## src/rtl/sync_fifo_pkg.sv

```systemverilog
// sync_fifo_pkg: shared types and helpers for the single-clock FIFO.
// Provides the read-mode enum and the pointer/count width helper.
package sync_fifo_pkg;
  typedef enum logic {RD_STD, RD_FWFT} rd_mode_e;
  function automatic int ptr_w(input int depth);
    return $clog2(depth) + 1;
  endfunction
endpackage

```

## src/rtl/sync_fifo_if.sv

```systemverilog
// sync_fifo_if: handshake/data bundle between a FIFO user (master) and the FIFO (slave).
// Signals: push, din, pop -> FIFO; dout, fifo_empty, fifo_full, almost_full,
// almost_empty, count, overflow, underflow <- FIFO.
// With SYNC_FIFO_STICKY_ERR_EN defined, also err_clr -> FIFO and ovf_sticky, udf_sticky <- FIFO.
interface sync_fifo_if import sync_fifo_pkg::*; #(
  parameter int DWIDTH = 8,
  parameter int FIFO_DEPTH = 8
);
  localparam int CW = ptr_w(FIFO_DEPTH);
  logic push;
  logic [DWIDTH-1:0] din;
  logic pop;
  logic [DWIDTH-1:0] dout;
  logic fifo_empty;
  logic fifo_full;
  logic almost_full;
  logic almost_empty;
  logic [CW-1:0] count;
  logic overflow;
  logic underflow;
`ifdef SYNC_FIFO_STICKY_ERR_EN
  logic err_clr;
  logic ovf_sticky;
  logic udf_sticky;
  modport master(output push, din, pop, err_clr,
                 input dout, fifo_empty, fifo_full, almost_full, almost_empty, count,
                       overflow, underflow, ovf_sticky, udf_sticky);
  modport slave(input push, din, pop, err_clr,
                output dout, fifo_empty, fifo_full, almost_full, almost_empty, count,
                       overflow, underflow, ovf_sticky, udf_sticky);
`else
  modport master(output push, din, pop,
                 input dout, fifo_empty, fifo_full, almost_full, almost_empty, count,
                       overflow, underflow);
  modport slave(input push, din, pop,
                output dout, fifo_empty, fifo_full, almost_full, almost_empty, count,
                       overflow, underflow);
`endif
endinterface

```

## src/rtl/sync_fifo_mem.sv

```systemverilog
// sync_fifo_mem: DWIDTH x FIFO_DEPTH register array, one sync write port, one async read port.
// Ports: clk; we, waddr, wdata (write); raddr, rdata (read). Contents are never reset.
module sync_fifo_mem #(
  parameter int DWIDTH = 8,
  parameter int FIFO_DEPTH = 8
) (
  input  logic clk,
  input  logic we,
  input  logic [$clog2(FIFO_DEPTH)-1:0] waddr,
  input  logic [DWIDTH-1:0] wdata,
  input  logic [$clog2(FIFO_DEPTH)-1:0] raddr,
  output logic [DWIDTH-1:0] rdata
);
  logic [DWIDTH-1:0] mem [FIFO_DEPTH];
  always_ff @(posedge clk)
    if (we) mem[waddr] <= wdata;
  assign rdata = mem[raddr];
endmodule

```

## src/rtl/sync_fifo_ctrl.sv

```systemverilog
// sync_fifo_ctrl: single-clock FIFO controller with occupancy count, almost flags and
// selectable read mode (RD_STD registered read, RD_FWFT head word shown on dout).
// Ports: clk, rst (async active-high), bus (sync_fifo_if.slave).
// Optional SYNC_FIFO_STICKY_ERR_EN: sticky overflow/underflow flags cleared by err_clr.
module sync_fifo_ctrl import sync_fifo_pkg::*; #(
  parameter int DWIDTH = 8,
  parameter int FIFO_DEPTH = 8,
  parameter int AFULL_THRESH = 6,
  parameter int AEMPTY_THRESH = 1,
  parameter rd_mode_e READ_MODE = RD_STD
) (
  input logic clk,
  input logic rst,
  sync_fifo_if.slave bus
);
  localparam int AW = $clog2(FIFO_DEPTH);
  localparam int PW = ptr_w(FIFO_DEPTH);
  localparam logic [PW-1:0] FULL_CNT = PW'(FIFO_DEPTH);
  localparam logic [PW-1:0] AF_CNT = PW'(AFULL_THRESH);
  localparam logic [PW-1:0] AE_CNT = PW'(AEMPTY_THRESH);
  if (FIFO_DEPTH < 2 || (FIFO_DEPTH & (FIFO_DEPTH - 1)) != 0) begin : g_bad_depth
    $error("sync_fifo_ctrl: FIFO_DEPTH must be a power of 2 and >= 2");
  end
  if (AFULL_THRESH < 1 || AFULL_THRESH > FIFO_DEPTH) begin : g_bad_af
    $error("sync_fifo_ctrl: AFULL_THRESH out of range");
  end
  if (AEMPTY_THRESH < 0 || AEMPTY_THRESH > FIFO_DEPTH - 1) begin : g_bad_ae
    $error("sync_fifo_ctrl: AEMPTY_THRESH out of range");
  end
  logic [PW-1:0] wr_ptr, rd_ptr, cnt;
  logic empty, full, pop_acc, push_acc;
  logic [DWIDTH-1:0] rdata;
  assign empty = cnt == '0;
  assign full = cnt == FULL_CNT;
  assign pop_acc = bus.pop & ~empty;
  // At full, a push is still taken when a pop frees the head slot at the same edge.
  assign push_acc = bus.push & (~full | pop_acc);
  assign bus.fifo_empty = empty;
  assign bus.fifo_full = full;
  assign bus.almost_full = cnt >= AF_CNT;
  assign bus.almost_empty = cnt <= AE_CNT;
  assign bus.count = cnt;
  assign bus.overflow = bus.push & full & ~pop_acc;
  assign bus.underflow = bus.pop & empty;
  always_ff @(posedge clk or posedge rst)
    if (rst) begin
      wr_ptr <= '0;
      rd_ptr <= '0;
      cnt <= '0;
    end else begin
      wr_ptr <= wr_ptr + PW'(push_acc);
      rd_ptr <= rd_ptr + PW'(pop_acc);
      cnt <= cnt + PW'(push_acc) - PW'(pop_acc);
    end
  // Async read of the old word at the write edge gives read-before-write at full without a bypass.
  sync_fifo_mem #(.DWIDTH(DWIDTH), .FIFO_DEPTH(FIFO_DEPTH)) u_mem (
    .clk(clk),
    .we(push_acc),
    .waddr(wr_ptr[AW-1:0]),
    .wdata(bus.din),
    .raddr(rd_ptr[AW-1:0]),
    .rdata(rdata)
  );
  if (READ_MODE == RD_FWFT) begin : g_fwft
    assign bus.dout = empty ? '0 : rdata;
  end else begin : g_std
    logic [DWIDTH-1:0] dout_q;
    always_ff @(posedge clk or posedge rst)
      if (rst) dout_q <= '0;
      else if (pop_acc) dout_q <= rdata;
    assign bus.dout = dout_q;
  end
`ifdef SYNC_FIFO_STICKY_ERR_EN
  logic ovf_q, udf_q;
  always_ff @(posedge clk or posedge rst)
    if (rst) begin
      ovf_q <= 1'b0;
      udf_q <= 1'b0;
    end else begin
      ovf_q <= bus.overflow ? 1'b1 : bus.err_clr ? 1'b0 : ovf_q;
      udf_q <= bus.underflow ? 1'b1 : bus.err_clr ? 1'b0 : udf_q;
    end
  assign bus.ovf_sticky = ovf_q;
  assign bus.udf_sticky = udf_q;
`endif
endmodule

```

## src/flat_wrapper.sv

```systemverilog
// flat-port wrapper written by rule: the top's interface ports become plain ports
module sync_fifo_ctrl_flat import sync_fifo_pkg::*;
#(
  parameter int DWIDTH = 8,
  parameter int FIFO_DEPTH = 8,
  parameter int AFULL_THRESH = 6,
  parameter int AEMPTY_THRESH = 1,
  parameter rd_mode_e READ_MODE = RD_STD
)
  (clk, rst, bus_push, bus_din, bus_pop, bus_dout, bus_fifo_empty, bus_fifo_full, bus_almost_full, bus_almost_empty, bus_count, bus_overflow, bus_underflow);
  sync_fifo_if #(.DWIDTH(DWIDTH), .FIFO_DEPTH(FIFO_DEPTH)) bus_i ();
  input logic clk;
  input logic rst;
  input wire logic [$bits(bus_i.push)-1:0] bus_push;
  input wire logic [$bits(bus_i.din)-1:0] bus_din;
  input wire logic [$bits(bus_i.pop)-1:0] bus_pop;
  output wire logic [$bits(bus_i.dout)-1:0] bus_dout;
  output wire logic [$bits(bus_i.fifo_empty)-1:0] bus_fifo_empty;
  output wire logic [$bits(bus_i.fifo_full)-1:0] bus_fifo_full;
  output wire logic [$bits(bus_i.almost_full)-1:0] bus_almost_full;
  output wire logic [$bits(bus_i.almost_empty)-1:0] bus_almost_empty;
  output wire logic [$bits(bus_i.count)-1:0] bus_count;
  output wire logic [$bits(bus_i.overflow)-1:0] bus_overflow;
  output wire logic [$bits(bus_i.underflow)-1:0] bus_underflow;
  assign bus_i.push = bus_push;
  assign bus_i.din = bus_din;
  assign bus_i.pop = bus_pop;
  assign bus_dout = bus_i.dout;
  assign bus_fifo_empty = bus_i.fifo_empty;
  assign bus_fifo_full = bus_i.fifo_full;
  assign bus_almost_full = bus_i.almost_full;
  assign bus_almost_empty = bus_i.almost_empty;
  assign bus_count = bus_i.count;
  assign bus_overflow = bus_i.overflow;
  assign bus_underflow = bus_i.underflow;
  sync_fifo_ctrl #(.DWIDTH(DWIDTH), .FIFO_DEPTH(FIFO_DEPTH), .AFULL_THRESH(AFULL_THRESH), .AEMPTY_THRESH(AEMPTY_THRESH), .READ_MODE(READ_MODE)) u_core (.clk(clk), .rst(rst), .bus(bus_i));
endmodule
```

## config.mk

```make
export PLATFORM = sky130hd
export DESIGN_NAME = sync_fifo_ctrl_flat
export DESIGN_NICKNAME = d
export VERILOG_FILES = /design/src/rtl/sync_fifo_pkg.sv /design/src/rtl/sync_fifo_if.sv /design/src/rtl/sync_fifo_mem.sv /design/src/rtl/sync_fifo_ctrl.sv /design/src/flat_wrapper.sv
export SDC_FILE = /design/constraint.sdc
export NUM_CORES = 1
export LEC_CHECK = 0
export CAP_MARGIN = 0
export CORE_MARGIN = 2
export CORE_UTILIZATION = 25
export DETAILED_ROUTE_END_ITERATION = 6
export GPL_TIMING_DRIVEN = 0
export PLACE_DENSITY = 0.46
export SYNTH_ARGS = -nofsm -noshare
export SYNTH_HDL_FRONTEND = slang
export SYNTH_SLANG_ARGS = --single-unit
```

## constraint.sdc

```tcl
create_clock -name clk -period 6.55 [get_ports clk]
set_clock_uncertainty 0.1 [all_clocks]
set_input_delay 1.31 -clock clk [delete_from_list [all_inputs] [get_ports clk]]
set_output_delay 1.31 -clock clk [all_outputs]
set_load 0.005 [all_outputs]
```

==> results.md <==
* H-tree Lvls at 3
* # setup viols final at 0
* Cell repeated most along the worst path: clkdlybuf4s50_1
* Postcts setup bufs at 0
* Final ANT Viol Nets at 0
* Layout cells sized above 1 at 0.174
* FFs w/ async S/R, synth at 0.220
* Ys Warns at 0
* CTS tree: yes
* Post-Route WL at ~7.1 mm
* PostCTS Resize Cnt at 0
* Switching Fraction at 0.320
* Setup TNS Final at 0 ps
* CP bufs+invs at 3
* # fillers at around 1300
* Status: finished, final reports clean
* Worst Path Arrival at 2820 ps
* EDFF count, synth at 64
* # IOs at 30
* Die Width at 121 µm
* RR Startpoint: u_core.bus.count[2]
* Overflow after GRT at 0
* Sequential area share after synthesis at 0.687
* Critical Path Start: bus_pop
* WL/cell at 16.3 µm
* Post-synthesis cell area at 0.00345 mm²
* Leak pwr at 0.00156 µW
* Detailed-router iteration count before antenna repair at 4
* Die Ht at 121 µm
* RD Place Congestion at 0.708
* Seq pwr share at 0.401
* Slew @ Worst Pin at 884 ps
* Most frequent cells in the layout: 64 x edfxtp_1, 29 x clkdlybuf4s50_1, 18 x dfrtp_1
* Comb pwr share at 0.349
* Final total power at 1870 µW
* # clock sinks at 82
* Fin area at about 0.0043 mm²
* Worst path top cell family by delay: buffers and inverters
* Pwr/cell area at ~440 mW/mm²
* Final hold vios at 0
* WP depth at 5
* Placed Area at ~0.0040 mm²
* Unrepaired setup endpoints after global routing: no
* Place WS at 2300 ps
* Critical Path, Cell by Cell: clkdlybuf4s50_1, nand2b_1, buf_2, and3_1, clkdlybuf4s50_1
* Multi-input gate area in the final layout at 963 µm²
* Cts hold-fix bufs at 0
* Vias/cell at 4.22
* GR Util All Layers at 0.105
* Final WS setup at 2320 ps
* CTS max path bufs at 2
* Storage cell area at ~0.0024 mm²
* Clock root cell: clkbuf_16
* Core box area at ~0.013 mm²
* Reg2reg path depth at 11
* DP HPWL at 4.74 mm
* First DRT Iteration DRCs at 117
* Synth Net Count at ~240
* Num rows at between 40 and 50
* Final worst path period share at 0.645
* CP max-delay cell: clkdlybuf4s50_1
* Clk_lat worst skew at around 340 ps
* Starting Density at 0.259
* Final non-filler cell total at 435
* Clock power share at 0.250
* Crit Reg-Reg Endpoint: u_core.bus.count[2]
* I/O Buffers at 29
* Highest net fanout along the worst path at 10
* Nets at 279
* Net switching power at 599 µW
* Hold path cells at 1
* Vias in the first global route at between 1500 and 2000
* Crit Path Category: primary input to output pin
* CP Capture Point: bus_overflow
* Ys flop type: edfxtp_1
* Num CTS Buffers at 9
* Worst R2R Setup Slack at about 3700 ps
* Worst hold path type: register to register
* Syn Area/Cell at 16.3 µm²
* Slew Viols, Final at 0
* # DRC at 0
* Commonest non-fill, non-tap cell in the layout: edfxtp_1
* Maximum VDD drop at 0.157 mV
* Synth cell types at 32
* Crit path required time at about 5000 ps
* Pin count of the biggest net entering global routing at 19
* # diodes at 0
* First-pass GRT wire length at 11.1 mm
* CP Capture Type: output pin
* P_int at 1270 µW
* Area Growth Syn to Fin at 23.2%
* Peak Freq at about 240 MHz
* CP max stage delay at 490 ps
* Max-cap violations at 0
* Syn Inst Count at 212
* Full die area at between 0.01 and 0.015 mm²
* Inst Count DP at 418
* #FFs+latches synth at around 80
* Initial antenna violation count at 0
* Minimum clock period at 4230 ps
* Type of element launching the critical path: primary input
* Slew margin rel. at 0.408
* Vias at 1835
* Clock Pin Slew Worst Setup and Hold Paths at 60 ps
[layout make-up]
cell class,count,share of cell area
Buffer,8,0.0174
Clock buffer,10,0.0539
Clock inverter,6,0.0115
Inverter,11,0.00971
Multi-Input combinational cell,111,0.227
Sequential cell,82,0.558
Tap cell,176,0.0518
Timing Repair Buffer,31,0.0712
[cell families after synthesis]
kind of cell	count (synthesis)	synth area share
AOI/OAI and AO/OA	39	0.0870
adders and majority gates	13	0.0493
buffers and inverters	19	0.0334
muxes	32	0.0986
DFF	82	0.687
xor gates and xnor gates	4	0.0102
and+or+nand+nor	23	0.0341
[worst reg2reg max path: cells and delay by family, from the launching register on]
family                     cells  cell delay (ps)
DFF                            1              410
and+or+nand+nor                2              360
adders and majority gates      4             1110
xor gates and xnor gates       1              150
buffers and inverters          4              570
[stage by stage]
stage / utilization / hold slack [ps]
after CTS: 0.318 / 415
final: 0.319 / 411
after global routing: 0.319 / 427
after global placement: 0.297 / 395
after floorplan: - / 380
after detailed placement: 0.297 / 403
[power by group through the flow]
| stage | sequential, µW | clock [µW] | combinational [µW] |
|---|---|---|---|
| after floorplan | 748 | 0 | 421 |
| after global placement | 757 | 0 | 661 |
| after detailed placement | 762 | 0 | 664 |
| after CTS | 751 | 484 | 669 |
| after global routing | 764 | 511 | 724 |
| final | 750 | 469 | 653 |
[metal layers]
layer	vias to the layer above	track usage	part of all wire
met3	10	0.0244	0.023
met5	-	0	0
met4	0	0.0431	0.017
met1	912	0.147	0.51
met2	24	0.157	0.45
li1	889	-	-
[how the worst min path moves through the flow]
| stage | startpoint | slack, ps | end |
|---|---|---|---|
| final | u_core.wr_ptr[2] | 410 | u_core.wr_ptr[2] |
| after global routing | u_core.wr_ptr[2] | 430 | u_core.wr_ptr[2] |
| after CTS | u_core.wr_ptr[2] | 420 | u_core.wr_ptr[2] |
| after detailed placement | u_core.wr_ptr[2] | 400 | u_core.wr_ptr[2] |
| after global placement | u_core.wr_ptr[2] | 400 | u_core.wr_ptr[2] |
| after floorplan | u_core.wr_ptr[2] | 380 | u_core.wr_ptr[2] |
[synth_stat cells, drive strengths merged (2+ instances only)]
master	number	area, µm²
nor2	7	26.3
a21oi	3	15.0
clkbuf	2	7.51
a22o	8	70.1
buf	6	66.3
o31ai	8	85.1
mux2	16	180
o22ai	8	50.1
nor2b	2	12.5
nand2	4	15.0
edfxtp	64	1920
ha	12	150
inv	11	41.3
o21ai	8	40.0
o211ai	2	25.0
mux2i	16	160
xor2	4	35.0
dfrtp	18	450
nor3	2	10.0
nand2b	4	25.0
[flip-flops by register name (all words and copies together) (netlist names)]
register,count
u_core.bus.count,4
u_core.bus.dout,8
u_core.rd_ptr,3
u_core.u_mem.mem,64
u_core.wr_ptr,3
(Power assumes the default switching activity.)
